### src/rtl/dds_measure.sv
// Waveform measurement: hysteresis comparator around an adaptive mid-level, reporting
// period, high time and peaks per cycle. Define DDS_MEASURE_AVG_EN to average over 4 periods.
module dds_measure #(
    parameter logic [15:0] HYST    = 16'd256,
    parameter logic [31:0] TIMEOUT = 32'd16777216
) (
    input  logic        clk,
    input  logic        reset,
    input  logic        sample_valid,
    input  logic [15:0] sample,
    output logic [31:0] period,
    output logic [31:0] high_time,
    output logic [15:0] peak_max,
    output logic [15:0] peak_min,
    output logic        result_valid,
    output logic        no_signal
);
    typedef enum logic [1:0] {SEEK, LOW, HIGH} state_t;
    state_t state, state_nxt;

    logic [15:0] mid, hi_th, lo_th;
    logic [15:0] trk_max, trk_min, cur_max, cur_min, mid_new;
    logic [16:0] hi_sum, pk_sum;
    logic [31:0] cnt, ht_cap, per_res, ht_res;
    logic        armed, rise, fall, timeout, publish, reload;

    assign hi_sum = {1'b0, mid} + {1'b0, HYST};
    assign hi_th  = hi_sum[16] ? 16'hFFFF : hi_sum[15:0];
    assign lo_th  = (mid >= HYST) ? (mid - HYST) : 16'h0000;

    // Trackers including the current sample; these are what a rising crossing publishes.
    assign cur_max = (sample_valid && sample > trk_max) ? sample : trk_max;
    assign cur_min = (sample_valid && sample < trk_min) ? sample : trk_min;
    assign pk_sum  = {1'b0, cur_max} + {1'b0, cur_min};
    assign mid_new = pk_sum[16:1];

    always_comb begin
        state_nxt = state;
        rise      = 1'b0;
        fall      = 1'b0;
        timeout   = 1'b0;
        if (sample_valid) begin
            case (state)
                SEEK: if (sample <= lo_th) state_nxt = LOW;
                LOW: begin
                    if (sample >= hi_th) begin
                        rise      = 1'b1;
                        state_nxt = HIGH;
                    end
                end
                HIGH: begin
                    if (sample <= lo_th) begin
                        fall      = 1'b1;
                        state_nxt = LOW;
                    end
                end
                default: state_nxt = SEEK;
            endcase
        end
        // Fires once, on the cycle cnt steps onto TIMEOUT; a crossing in that cycle wins.
        if (!rise && cnt == TIMEOUT - 32'd1) begin
            timeout   = 1'b1;
            state_nxt = SEEK;
        end
    end

`ifdef DDS_MEASURE_AVG_EN
    logic [1:0]  avg_cnt;
    logic [33:0] per_acc, ht_acc, per_sum, ht_sum;

    assign per_sum = per_acc + {2'b00, cnt};
    assign ht_sum  = ht_acc + {2'b00, ht_cap};
    assign publish = rise && armed && (avg_cnt == 2'd3);
    // Trackers span the whole 4-period window, so only restart them at a window boundary.
    assign reload  = rise && (!armed || avg_cnt == 2'd3);
    assign per_res = per_sum[33:2];
    assign ht_res  = ht_sum[33:2];

    always_ff @(posedge clk or posedge reset) begin
        if (reset) begin
            avg_cnt <= 2'd0;
            per_acc <= '0;
            ht_acc  <= '0;
        end else if (rise && armed) begin
            if (publish) begin
                avg_cnt <= 2'd0;
                per_acc <= '0;
                ht_acc  <= '0;
            end else begin
                avg_cnt <= avg_cnt + 2'd1;
                per_acc <= per_sum;
                ht_acc  <= ht_sum;
            end
        end else if (timeout) begin
            avg_cnt <= 2'd0;
            per_acc <= '0;
            ht_acc  <= '0;
        end
    end
`else
    assign publish = rise && armed;
    assign reload  = rise;
    assign per_res = cnt;
    assign ht_res  = ht_cap;
`endif

    always_ff @(posedge clk or posedge reset) begin
        if (reset) begin
            state        <= SEEK;
            cnt          <= '0;
            ht_cap       <= '0;
            armed        <= 1'b0;
            mid          <= 16'h8000;
            trk_max      <= 16'h0000;
            trk_min      <= 16'hFFFF;
            period       <= '0;
            high_time    <= '0;
            peak_max     <= 16'h0000;
            peak_min     <= 16'hFFFF;
            result_valid <= 1'b0;
            no_signal    <= 1'b0;
        end else begin
            state        <= state_nxt;
            result_valid <= publish;

            if (rise)                cnt <= 32'd1;
            else if (cnt != TIMEOUT) cnt <= cnt + 32'd1;

            if (fall) ht_cap <= cnt;

            if (reload) begin
                trk_max <= sample;
                trk_min <= sample;
            end else if (sample_valid) begin
                trk_max <= cur_max;
                trk_min <= cur_min;
            end

            if (rise) armed <= 1'b1;

            if (publish) begin
                period    <= per_res;
                high_time <= ht_res;
                peak_max  <= cur_max;
                peak_min  <= cur_min;
                mid       <= mid_new;
                no_signal <= 1'b0;
            end

            if (timeout) begin
                no_signal <= 1'b1;
                armed     <= 1'b0;
                mid       <= 16'h8000;
            end
        end
    end
endmodule

### config.mk
export PLATFORM = sky130hd
export DESIGN_NAME = dds_measure
export DESIGN_NICKNAME = d
export VERILOG_FILES = /design/src/rtl/dds_measure.sv
export SDC_FILE = /design/constraint.sdc
export NUM_CORES = 1
export LEC_CHECK = 0
export ABC_AREA = 1
export CORE_MARGIN = 1.5
export CORE_UTILIZATION = 25
export CTS_CLUSTER_DIAMETER = 120
export DETAILED_ROUTE_END_ITERATION = 6
export GPL_ROUTABILITY_DRIVEN = 0
export PLACE_DENSITY = 0.44
export REMOVE_ABC_BUFFERS = 1
export SLEW_MARGIN = 10
export SYNTH_ARGS = -nofsm -noshare
export SYNTH_HDL_FRONTEND = slang
export SYNTH_SLANG_ARGS = --single-unit
### constraint.sdc
create_clock -name clk -period 10 [get_ports clk]
set_input_delay 1 -clock clk [delete_from_list [all_inputs] [get_ports clk]]
set_output_delay 1 -clock clk [all_outputs]
set_load 0.01 [all_outputs]
==> After elaboration in Yosys (flattened, before gate mapping) <==
Cells that the tools add are included.
{ "classes": {"addsub": 4, "reduce_logical": 13, "n_lt_le_gt_ge": 5, "eq_ne": 6, "muxes": 28} }
{ "ops": {"columns": ["op", "count"], "rows": [
  ["$mux 16", 10],
  ["$mux 32", 2],
  ["$add 32x1->32 const B", 1],
  ["$eq 32x24->1 const B", 1],
  ["$ne 32x25->1 const B", 1],
  ["$add 16x16->17", 1],
  ["$add 16x9->17 const B", 1],
  ["$ge 16x16->1", 1],
  ["$ge 16x9->1 const B", 1],
  ["$gt 16x16->1", 1],
  ["$le 16x16->1", 1],
  ["$lt 16x16->1", 1],
  ["$sub 16x9->16 const B", 1],
  ["$mux 1", 11],
  ["$reduce_bool 2->1", 5],
  ["$mux 2", 4],
  ["$logic_and 1x1->1", 4],
  ["$pmux 2 s2", 1],
  ["$ne 3x1->1 const B", 1],
  ["$ne 3x3->1 const B", 1],
  ["$reduce_and 3->1", 1],
  ["$eq 2x1->1 const B", 1],
  ["$eq 2x2->1 const B", 1],
  ["$logic_not 2->1", 1],
  ["other kinds (2)", 2]
]} }
{ "word_totals": {"in_bits": 19, "regBits": 213} }

==> Depth between registers and ports, before layout <==
Gate-level depths: netlist of the first run.
{ "depth": {"depth_word": 10, "mapped_depth": 31} }

==> Worst setup path after synthesis of the first run <==
Ideal clock, no wire load.
{ "synth_timing": {"kind": "in2reg", "startpoint": "in sample[15]", "endpoint": "reg mid[11]", "arrival_ns": 3.824, "path_stages": 23, "required_time_ns": 9.862, "path_slack_ns": 6.038, "cell_sequence": "ha_1 > nand2_1 > nor4_1 > nand2_1 > nand2_1 > clkbuf_1 > nand2_1 > o21ai_1 > inv_1 > fa_1 > nor2_1 > o21ai_0 > nand2_1 > nand2_1 > nand2_1 > a21oi_1 > o21ai_0 > nand2_1 > nand2_1 > nand2_1 > nand2_1 > xnor2_1 > o22ai_1"} }
{ "synth_via": {"elab_cells_between_ends": 18, "classes_between": "add/sub (1); order compare (3); mux (8); reduce/logical (6)"} }
{ "synth_lines": {"columns": ["item", "line", "text"], "rows": [
  ["start: declaration", "10", "input logic [15:0] sample,"],
  ["$lt 16x16->1", "33", "assign cur_min = (sample_valid && sample < trk_min) ? sample : trk_min;"],
  ["$logic_and 1x1->1", "33", null],
  ["$mux 16", "33", null],
  ["net cur_min[1]", "22", "logic [15:0] trk_max, trk_min, cur_max, cur_min, mid_new;"],
  ["$add 16x16->17", "34", "assign pk_sum = {1'b0, cur_max} + {1'b0, cur_min};"],
  ["$mux 16", "141", "if (publish) begin"],
  ["$mux 16", "150", "if (timeout) begin"],
  ["end signal: assignment", "146", "mid <= mid_new;"],
  ["end: declaration", "21", "logic [15:0] mid, hi_th, lo_th;"]
]} }
The timed path passes the listed nets, and every way through them passes these cells. The select of a mux whose other input is x is not followed.
A chain may end at the register's enable or synchronous reset.

==> Worst setup path in the final report of the first run <==
{ "layout_timing": {"startpoint": "in sample[15]", "endpoint": "reg mid[11]"} }
{ "layout_via": {"elab_cells_between_ends": 18, "classes_between": "add/sub (1); order compare (3); mux (8); reduce/logical (6)"} }
{ "layout_lines": {"columns": ["item", "line", "text"], "rows": [
  ["$gt 16x16->1", "32", "assign cur_max = (sample_valid && sample > trk_max) ? sample : trk_max;"],
  ["$logic_and 1x1->1", "32", null],
  ["$mux 16", "32", null],
  ["net cur_max[2]", "22", null],
  ["$add 16x16->17", "34", null],
  ["$mux 16", "141", null],
  ["$mux 16", "150", null]
]} }
The timed path passes the listed nets, and every way through them passes these cells. The select of a mux whose other input is x is not followed.

==> results of run 1 <==
power by group:
group | switching, mW | internal, mW
clock | 0.393 | 0.618
combinational | 1.22 | 0.842
sequential | 0.231 | 1.24
total | 1.85 | 2.70
state kept, by name, indices dropped and copies added (netlist names), 2 cells and up:
register,flops
ht_cap,32
trk_min,16
mid,16
cnt,32
peak_min,16
trk_max,16
peak_max,16
period,32
high_time,32
state,2
stage by stage:
step | cells | worst slack, ns | area, sq um | hold slack, ns
6_report | 2152 | 4.650 | 14250 | 0.4615
5_1_grt | 2152 | 4.105 | 14250 | 0.4790
4_1_cts | 2152 | 4.594 | 14250 | 0.4653
3_5_place_dp | 2102 | 4.025 | 13330 | 0.4563
3_3_place_gp | 2102 | 4.014 | 13330 | 0.4534
2_1_floorplan | 1378 | 2.116 | 11340 | 0.4493
worst min path at each step:
| stage | start | to |
|---|---|---|
| final | peak_min[12] | peak_min[12] |
| after CTS | peak_min[12] | peak_min[12] |
| after global routing | peak_min[8] | peak_min[8] |
| after detailed placement | peak_min[8] | peak_min[8] |
| after floorplan | ht_cap[0] | high_time[0] |
| after global placement | peak_min[13] | peak_min[13] |
routing by layer:
layer | track usage | vias up
met3 | 0.02538 | 36
li1 | - | 4846
met4 | 0.03241 | 0
met5 | 0 | -
met2 | 0.2460 | 184
met1 | 0.1998 | 4571
cells in the final DEF (no fill, tap or decap), types with 7 or more instances in the layout:
cell type,n
dfrtp_1,180
buf_4,8
nor3_1,26
nand3_1,27
nand2_1,467
a21oi_1,59
clkbuf_1,11
nor2_4,8
clkdlybuf4s50_1,116
o21ai_1,12
nor4_1,10
nor2_1,74
o21ai_0,156
inv_1,144
xor2_1,9
ha_1,83
clkbuf_16,29
xnor2_1,7
nand2_2,8
nand4_1,12
dfstp_2,33
cell type report:
cell class | instances | area [sq um]
Timing Repair Buffer | 124 | 1221
Fill cell | 4887 | 31230
Clock inverter | 5 | 77.57
Sequential cell | 213 | 5371
Inverter | 152 | 583.1
Multi-Input combinational cell | 1013 | 5406
Clock buffer | 45 | 835.8
Tap cell | 600 | 750.7
tightest hold or removal path, stage by stage, from the launching register on:
cell and delay [ns]:
dfstp_2 0.36, nand2_1 0.05, nand2_1 0.04
logic make-up (layout without fill, tap and decap cells):
group / count (synthesis) / in the layout / synth area share
adders and majority gates: 84 / 84 / 0.09185
buffers and inverters: 198 / 326 / 0.06612
xor gates and xnor gates: 16 / 16 / 0.01216
and+or+nand+nor: 656 / 656 / 0.2450
AOI/OAI and AO/OA: 257 / 257 / 0.1188
DFF: 213 / 213 / 0.4661
==> results.txt, run 1 <==
WL met3: 1634 microns
routed len/inst: 16.08 microns
cts bufs inserted: 28
DRC: 0
Ys Warns: 0
worst setup path end: mid[11]
Post-CTS Hold Fix Bufs: 0
first-pass GRT wire length: 55,120 microns
clock tree root buffer cell: clkbuf_16
dominant cells by area after synthesis: dfrtp_1 39%, nand2_1 15%, ha_1 9.0%
r2r setup slk: 4.86 ns
Leak Pwr: 6.755 nW
Commonest cells post-synth: 468 x nand2_1, 180 x dfrtp_1, 156 x o21ai_0
DRT Wirelength: 34,610 microns
Initial DRC Count: 560
Cells after Synth: 1,424
final setup skew: 0.01475 ns
Post-CTS Setup Bufs: 0
Synth area leader: dfrtp_1
Mean Syn Cell Area: 8.093 sq um
Antenna diodes: 0
setup violators final: 0
Main synth FF type: dfrtp_1
Hold Vio Cnt, Final: 0
Distinct cells, synth: 51
clk buf depth: 3
Setup CP Type: input pin to flop
setup_tns: 0 ns
clk slew on worst S/H paths: 0.05 ns
Post-synth EDFFs: 0
Crit Path Max Fanout: 31
cell count of the worst reg-to-reg path: 22
power consumption: 4.550 mW
final max-slew violation count: 0
Synth top area share: 0.3908
Vias: 9,637
CP arrival: 5.73 ns
IO buf count: 116
gr ovfl total: 0
Layout area overhead: 23.61%
hpwl dp: 24,660 microns
R2R Path End: period[16]
Worst-Skew Late Latency: 0.55 ns
Worst path slowest cell: o21ai_0
FF-to-FF Start: mid[8]
Post-CTS Resized: 0
critical path launch point type: input pin
Die Y: 217.7 microns
status: complete, no violations
drt pass-1 iters: 5
metal1 wirelength: 16,370 microns
FFs w/ async S/R, synth: 1.000
most common cell in the netlist: nand2_1
Top Metal Used: met4
initial core utilization: 0.2534
unrepaired setup endpoints after global routing: no
vias in the first global route: 9,779
Clock Sinks: 213
final worst path period share: 0.5350
CTS tree: yes
Slew @ Worst Pin: 1.044 ns
Mapped Area: 11,520 sq um
crit path from: sample[15]
worst IR drop on VDD: 0.0001324 V
fin nets: 1,635
max incr delay on CP: 0.75 ns
Buf/Inv on CP: 3
DR vias/cell: 4.478
post-synthesis sequential area ratio: 0.4661
Worst setup EP type: flop
gr usage total: 0.1479
die width: 217.7 microns
Synth Register Bits: 213
met2 routed WL: 16,110 microns
core box area: 45,480 sq um
Ports: 117
ANT nets after route: 0
required time worst endpoint: 10.38 ns
# Max-Cap Violations: 0
Slew headroom: 0.3021
delay-heaviest family, CP: simple AND/OR/NAND/NOR gates
Tmin final: 5.350 ns
Rows: 78
die area: 47,400 sq um
class of the worst hold path: flop to flop
CTS H-Tree Depth: 1
CP Depth: 25
fmax: 186.9 MHz
cell mode on critical path: nand2_1
share of layout cells above drive strength 1: 0.08312
PD cells: 319.3 nW/um^2
hold depth: 2
Layout Utilization: 0.3133
largest net degree at the start of global routing: 92
initial antenna violation count: 0
Power figures use the tool's default switching activity.
==> run 2: changes to the inputs <==
clock period = 5.2 ns   (was 10 ns; I/O delays follow)
==> results.txt, run 2 (synthesis gave the netlist of run 1 again) <==
status: complete, no violations
required time worst endpoint: 5.63 ns (-4.75 ns)
Final WS setup: 0.5735 ns (-4.076 ns)
clk buf depth: 3 (unchanged)
most common cell after layout, fill and taps aside: nand2_1
# Max-Cap Violations: 0 (unchanged)
critical path launch point type: input pin
cell count of the worst reg-to-reg path: 18 (-18%)
gr ovfl total: 0 (unchanged)
GRT busiest layer: met2
Clock Sinks: 213 (unchanged)
Antenna diodes: 0 (unchanged)
GRT met1 Usage: 0.1934 (-0.006422)
setup_tns: 0 ns (unchanged)
final hold slack: 0.4590 ns (-0.002498 ns)
initial core utilization: 0.2534 (unchanged)
final setup skew: 0.01241 ns (-0.002339 ns)
Vias: 9,743 (+1.1%)
ANT nets after route: 0 (unchanged)
Crit Path Max Fanout: 18 (-42%)
PD cells: 617.6 nW/um^2 (+93%)
IO buf count: 116 (unchanged)
drt pass-1 iters: 5 (unchanged)
hpwl dp: 25,070 microns (+1.7%)
CP arrival: 5.06 ns (-0.67 ns)
Post-CTS Resized: 0 (unchanged)
CTS tree: yes
gr usage total: 0.1487 (+0.0008529)
setup violators final: 0 (unchanged)
die area: 47,400 sq um (unchanged)
Tmin final: 4.626 ns
r2r setup slk: 0.64 ns (-4.22 ns)
hold depth: 2 (unchanged)
unrepaired setup endpoints after global routing: no
clk slew on worst S/H paths: 0.06 ns (about the same)
Post-CTS Setup Bufs: 0 (unchanged)
DRT Wirelength: 34,650 microns (+0.11%)
share of layout cells above drive strength 1: 0.09323 (+0.01011)
Filler cells: 4,877 (-0.20%)
FF-to-FF Start: trk_min[15]
clock tree root buffer cell: clkbuf_16
Ports: 117 (unchanged)
Post-CTS Hold Fix Bufs: 0 (unchanged)
DRC: 0 (unchanged)
die width: 217.7 microns (unchanged)
DP Worst Slack: 0.01026 ns (-4.015 ns)
fmax: 216.1 MHz
Worst-Skew Late Latency: 0.55 ns (about the same)
Hold Crit Start: peak_min[11]
first-pass GRT wire length: 55,470 microns (+0.63%)
final instance area: 14,420 sq um (+1.2%)
final worst path period share: 0.8897
initial antenna violation count: 0 (unchanged)
largest net degree at the start of global routing: 125 (+36%)
Worst setup EP type: flop
DR vias/cell: 4.498 (+0.45%)
fin nets: 1,647 (+0.73%)
Setup CP Type: input pin to flop
Slew headroom: 0.3683 (+0.06626)
met2 usage: 0.2519 (+0.005945)
R2R Path End: mid[14]
routed len/inst: 16.00 microns (-0.54%)
Placed Cells: 2,114 (+0.57%)
met3 GRT Util: 0.02441 (-0.0009763)
most frequent cells in the layout: 467 x nand2_1, 180 x dfrtp_1, 156 x o21ai_0
final max-slew violation count: 0 (unchanged)
vias in the first global route: 9,905 (+1.3%)
Initial DRC Count: 521 (-7.0%)
core box area: 45,480 sq um (unchanged)
worst IR drop on VDD: 0.0002605 V (+97%)
Die Y: 217.7 microns (unchanged)
Hold Vio Cnt, Final: 0 (unchanged)
Slew @ Worst Pin: 0.9475 ns (-0.09686 ns)
Leak Pwr: 6.860 nW (+1.6%)
Layout area overhead: 25.08%
Post-DP Area: 13,430 sq um (+0.73%)
Post-Layout Cell Count: 2,166 (+0.65%)
CTS H-Tree Depth: 1 (unchanged)
worst hold endpoint: peak_min[11]
class of the worst hold path: flop to flop
cts bufs inserted: 28 (unchanged)
Rows: 78 (unchanged)
-- run 2: changes by cell type in the layout (fill, tap and decap cells not counted) --
cell,before,now
clkbuf_1,11,7
nor3_2,4,3
bufinv_16,2,4
buf_4,8,19
clkinv_2,2,5
buf_12,0,1
inv_8,1,2
nor3_1,26,27
-- run 2: worst max-delay path by stage --
stage	start	endpoint	slack [ns]	cells after the start
after detailed placement	sample[15]	mid[11]	0.01	25
after CTS	sample[11]	mid[14]	0.58	19
after global routing	sample[15]	mid[14]	0.19	19
final	sample[11]	mid[14]	0.57	19
after floorplan	mid[8]	mid[8]	-2.68	22
after global placement	sample[11]	mid[14]	0.03	19
-- run 2: cell type report --
| class | instances | area [sq um] | share of cell area |
|---|---|---|---|
| Multi-Input combinational cell | 1013 | 5401 | 0.3747 |
| Sequential cell | 213 | 5371 | 0.3726 |
| Timing Repair Buffer | 136 | 1324 | 0.09183 |
| Clock buffer | 41 | 820.8 | 0.05694 |
| Tap cell | 600 | 750.7 | 0.05208 |
| Inverter | 152 | 583.1 | 0.04045 |
| Clock inverter | 11 | 163.9 | 0.01137 |
-- run 2: worst max-delay path, stage by stage --
cell and delay [ns]:
clkdlybuf4s50_1 0.67, ha_1 0.31, a21oi_1 0.17, o21ai_0 0.11, nand2_1 0.07, nand2_1 0.05
nor2_1 0.25, nand2_1 0.37, buf_4 0.34, o21ai_0 0.53, ha_1 0.41, nand2_1 0.17
nor2_1 0.07, nor2_1 0.16, nor2_1 0.06, a2111oi_0 0.46, nand3_1 0.15, nand3_1 0.10
nand2_1 0.07
-- run 2: through the flow --
stage | power, mW | util
global placement | 6.906 | 0.2953
floorplan | 5.237 | -
detailed placement | 6.912 | 0.2953
global route | 9.723 | 0.3170
CTS | 9.064 | 0.3170
finish | 8.903 | 0.3170
-- run 2: power breakdown --
group / internal (mW) / switching [mW] / leakage (nW) / total (mW)
clock network: 1.29 / 0.771 / 0.484 / 2.06
registers: 2.38 / 0.457 / 2.68 / 2.84
logic: 1.66 / 2.34 / 3.70 / 4.00
total: 5.33 / 3.57 / 6.86 / 8.90
-- run 2: routing by layer --
layer  up-vias  wire [microns]
li1       4867               -
met3        48            1437
met1      4654           16060
met5         -               0
met2       174           16240
met4         0             911
